**config.mk**
```make
export PLATFORM = sky130hd
export DESIGN_NAME = serial_adder_ctrl
export DESIGN_NICKNAME = d
export VERILOG_FILES = /design/src/rtl/serial_adder_ctrl.sv
export SDC_FILE = /design/constraint.sdc
export NUM_CORES = 1
export LEC_CHECK = 0
export CAP_MARGIN = 40
export CORE_MARGIN = 4
export CORE_UTILIZATION = 30
export DETAILED_ROUTE_END_ITERATION = 12
export RECOVER_POWER = 25
export SETUP_SLACK_MARGIN = 0.5
export SYNTH_ARGS = -nofsm -noshare
export SYNTH_HDL_FRONTEND = slang
export SYNTH_SLANG_ARGS = --single-unit
```
**constraint.sdc**
```tcl
create_clock -name clk -period 1.35 [get_ports clk]
set_input_delay 0.3375 -clock clk [delete_from_list [all_inputs] [get_ports clk]]
set_output_delay 0.3375 -clock clk [all_outputs]
set_load 0.01 [all_outputs]
```
**src/rtl/serial_adder_ctrl.sv**
```systemverilog
// Bit-serial WIDTH-bit adder: one shared full-adder cell, one bit per clock; SERIAL_ADD_OVF_EN adds port ovf.
// Latency WIDTH cycles from accept to the done pulse; start is ignored (not queued) while busy.
module serial_adder_ctrl #(
  parameter int WIDTH = 8
) (
  input  logic             clk,
  input  logic             rst_n,
  input  logic             start,
  input  logic [WIDTH-1:0] a,
  input  logic [WIDTH-1:0] b,
  input  logic             cin,
  output logic             busy,
  output logic             done,
  output logic [WIDTH-1:0] sum,
  output logic             cout
`ifdef SERIAL_ADD_OVF_EN
  ,
  output logic             ovf
`endif
);

  localparam int CW = (WIDTH > 1) ? $clog2(WIDTH) : 1;
  localparam logic [CW-1:0] LAST = CW'(WIDTH - 1);

  typedef enum logic {IDLE, RUN} state_t;

  state_t           state_q, state_d;
  logic [WIDTH-1:0] a_q, a_d, b_q, b_d;
  logic [WIDTH-1:0] acc_q, acc_d, sum_q, sum_d;
  logic [CW-1:0]    cnt_q, cnt_d;
  logic             carry_q, carry_d;
  logic             cout_q, cout_d;
  logic             done_q, done_d;
  logic             ha0_s, ha0_c, fa_s, ha1_c, fa_c;
  logic [WIDTH:0]   acc_shift;

  // Full adder as two half adders on the operand LSBs and the carry flop.
  assign ha0_s = a_q[0] ^ b_q[0];
  assign ha0_c = a_q[0] & b_q[0];
  assign fa_s  = ha0_s ^ carry_q;
  assign ha1_c = ha0_s & carry_q;
  assign fa_c  = ha0_c | ha1_c;

  assign acc_shift = {fa_s, acc_q};

`ifdef SERIAL_ADD_OVF_EN
  logic ovf_q, ovf_d;
`endif

  always_comb begin
    state_d = state_q;
    a_d     = a_q;
    b_d     = b_q;
    acc_d   = acc_q;
    sum_d   = sum_q;
    cnt_d   = cnt_q;
    carry_d = carry_q;
    cout_d  = cout_q;
    done_d  = 1'b0;
`ifdef SERIAL_ADD_OVF_EN
    ovf_d   = ovf_q;
`endif
    case (state_q)
      IDLE: begin
        if (start) begin
          a_d     = a;
          b_d     = b;
          carry_d = cin;
          cnt_d   = '0;
          acc_d   = '0;
          state_d = RUN;
        end
      end
      RUN: begin
        acc_d   = acc_shift[WIDTH:1];
        carry_d = fa_c;
        a_d     = a_q >> 1;
        b_d     = b_q >> 1;
        cnt_d   = cnt_q + CW'(1);
        if (cnt_q == LAST) begin
          // carry_q is the carry into the MSB here, fa_c the carry out of it.
          sum_d   = acc_shift[WIDTH:1];
          cout_d  = fa_c;
          done_d  = 1'b1;
          cnt_d   = '0;
          state_d = IDLE;
`ifdef SERIAL_ADD_OVF_EN
          ovf_d   = carry_q ^ fa_c;
`endif
        end
      end
      default: state_d = IDLE;
    endcase
  end

  always_ff @(posedge clk or negedge rst_n) begin
    if (!rst_n) begin
      state_q <= IDLE;
      a_q     <= '0;
      b_q     <= '0;
      acc_q   <= '0;
      sum_q   <= '0;
      cnt_q   <= '0;
      carry_q <= 1'b0;
      cout_q  <= 1'b0;
      done_q  <= 1'b0;
    end else begin
      state_q <= state_d;
      a_q     <= a_d;
      b_q     <= b_d;
      acc_q   <= acc_d;
      sum_q   <= sum_d;
      cnt_q   <= cnt_d;
      carry_q <= carry_d;
      cout_q  <= cout_d;
      done_q  <= done_d;
    end
  end

`ifdef SERIAL_ADD_OVF_EN
  always_ff @(posedge clk or negedge rst_n) begin
    if (!rst_n) ovf_q <= 1'b0;
    else        ovf_q <= ovf_d;
  end
  assign ovf = ovf_q;
`endif

  assign busy = (state_q == RUN);
  assign done = done_q;
  assign sum  = sum_q;
  assign cout = cout_q;

endmodule

```
==> qor.yml <==
drive_above_1_share_pct: 32.1
status: "complete, no violations"
cts_root_buf: "clkbuf_8"
die_height_um: 81.6
dp.cells: 231
grt_pass1_wl_mm: 5.27
gp_congestion: 0.639
fmax_ghz: 0.768
synth_top_family_by_area: "multiplexers"
slew_viol_final: 0
holdWs_ns: 0.259
setup_viol: 0
cp_max_fo: 5
finalCritPeriodShare_pct: 96.4
tightest_slew_ns: 0.928
end_kind: "register"
internal_power_mw: 3.18
ys_types: 17
synth_fa_ha_area_share_pct: 2.77
maxSlewHeadroom_pct: 38.1
seq_area_frac_synth_pct: 58.6
final_cell_mix: "dfrtp_1, o21ai_1, nand2_1"
die_area_um2: 6650
dr.first_iter.drc_count: 23
p_sw_mw: 1.48
synth-seq-cells: 38
syn-cell-area_um2: 1620
powerDensity_nw_per_um2: 2020
first_pass_iters: 4
diodes: 0
grt_pass1_vias: 1105
core-area_um2: 5170
routed_wl_mm: 3.25
worstSetupPathType: "reg -> reg"
cts_buffer_depth: 2
htreeDepth: 2
io_pins: 31
synth-compound-area-share_pct: 9.01
cts_made_buffers: 5
viasPerCell: 4.54
skew_ns: 0.00377
syn_to_final_growth_pct: 42.3
setup_slack_ns: 0.0482
syn_inst: 134
hold_viol: 0
cp.required_ns: 1.53
start_kind: "register"
final_cell_area_um2: 2310
avgRoutedWirePerCell_um: 12.6
nFillCells: 480
yosys_warnings: 0
grt.total_usage_pct: 10.8
drc: 0
peakVddDrop_mv: 0.679
timing.rr.start: "cnt_q[1]$_DFFE_PN0P_"
antenna_found_initial: 0
maxCapViolCount: 0
setup_tns_ns: 0
seq_area_um2: 952
p_clk_share_pct: 16.9
antenna_left: 0
period_minus_slack_ns: 1.30
clock_latency_ns: 0.29
final_common_cell: "dfrtp_1"
avgSynthCellArea_um2: 12.1
synth_simple_gate_area_share_pct: 8.55
clock_sinks: 38
rows: 26
p_seq_share_pct: 41.4
stdcell_count: 257
place_ws_ns: -0.167
io_buffers: 30
placed_area_um2: 2080
via_count: 1167
hold_class: "in -> async"
nets: 209
hpwl_mm: 2.06
r2r_slack_ns: 0.05
multi_input_area_um2: 708
swShare_pct: 31.7
path_clk_slew_ns: 0.07
power.leakage_nw: 1.11
cts_tree: "yes"
cp_data_arrival_time_ns: 1.48
rsz0062_at_grt: "true"
synth.net_count: 157
r2r_cells: 4
yosys.area_share.xor_xnor_pct: 0
hold_buffers: 0
grt_max_degree: 39
grt_overflow: 0
initial_core_util_pct: 31.4
comb_power_share_pct: 41.6
muxShareOfSynthArea_pct: 16.7
r2r_end: "sum[3]$_DFFE_PN0P_"
die_w_um: 81.6
-- critical path: stages (launching register included) --
cell and delay [ns]:
dfrtp_1 0.41, ha_4 0.18, ha_4 0.20, nand2_8 0.11
mux2_4 0.30
-- kinds of logic (layout without fill, tap and decap cells) --
kind of cell    Yosys count  after routing
simple gates             31             32
buf+inv                  10             62
fa+ha+maj                 3              3
mux                      26             26
flops                    38             38
compound gates           26             26
-- flip-flops by register name, indices dropped and copies added (netlist names) --
register  cells
a_q           8
acc_q         7
b_q           8
busy          1
carry_q       1
cnt_q         3
cout          1
done          1
sum           8
-- stage by stage --
stage | utilization [%] | total power [mW]
floorplan | - | 3.08
global placement | 40.2 | 3.51
CTS | 43.8 | 4.58
global route | 44.7 | 5.02
finish | 44.7 | 4.66
detailed placement | 40.2 | 3.60
-- worst max path at each step --
stage	cells past startpoint	endpoint	start
floorplan	4	cout$_DFFE_PN0P_	cnt_q[0]$_DFFE_PN0P_
global placement	4	a_q[1]$_DFFE_PN0P_	start
detailed placement	4	b_q[2]$_DFFE_PN0P_	start
CTS	4	sum[0]$_DFFE_PN0P_	cnt_q[0]$_DFFE_PN0P_
global route	4	sum[1]$_DFFE_PN0P_	cnt_q[1]$_DFFE_PN0P_
finish	4	sum[3]$_DFFE_PN0P_	cnt_q[1]$_DFFE_PN0P_
-- cells in the mapped netlist (all sizes together) --
cell    number  share of area [%]
mux2         9                6.2
ha           2                1.5
mux2i       17                 10
clkbuf       2               0.46
fa           1                1.2
buf          6                3.5
a22o         4                2.2
nand2       21                5.0
nand2b       7                2.7
o22ai        1               0.39
dfrtp       38                 59
nor2         3               0.85
o21ai       21                6.5
inv          2               0.46
-- repair_timing --
item / in CTS / in global routing
pin swaps: 1 / 0
setup endpoints to repair: 49 / 49
resized for setup: 52 / 6
setup buffers: 10 / 6
hold endpoints to repair: 0 / 0
gates cloned: 2 / 0
-- cell type report --
cell class                      instances  area share (%)
Clock buffer                            7            3.74
Clock inverter                          1           0.217
Inverter                                2           0.325
Multi-Input combinational cell         87            30.6
Sequential cell                        38            41.2
Tap cell                               70            3.79
Timing Repair Buffer                   52            20.1
-- power by group through the flow --
stage	logic (mW)	clock network, mW	registers (mW)
global route	2.14	0.875	2.00
CTS	1.82	0.823	1.93
global placement	1.58	0	1.94
finish	1.94	0.789	1.93
floorplan	1.08	0	1.99
detailed placement	1.63	0	1.96
-- metal layers --
metal / wire, um / GRT usage, %
met5: 0 / 0
met4: 44 / 3.99
met3: 145 / 4.61
met2: 1630 / 17.4
met1: 1430 / 12.8
Note: power is estimated with default switching activity, not from simulation.
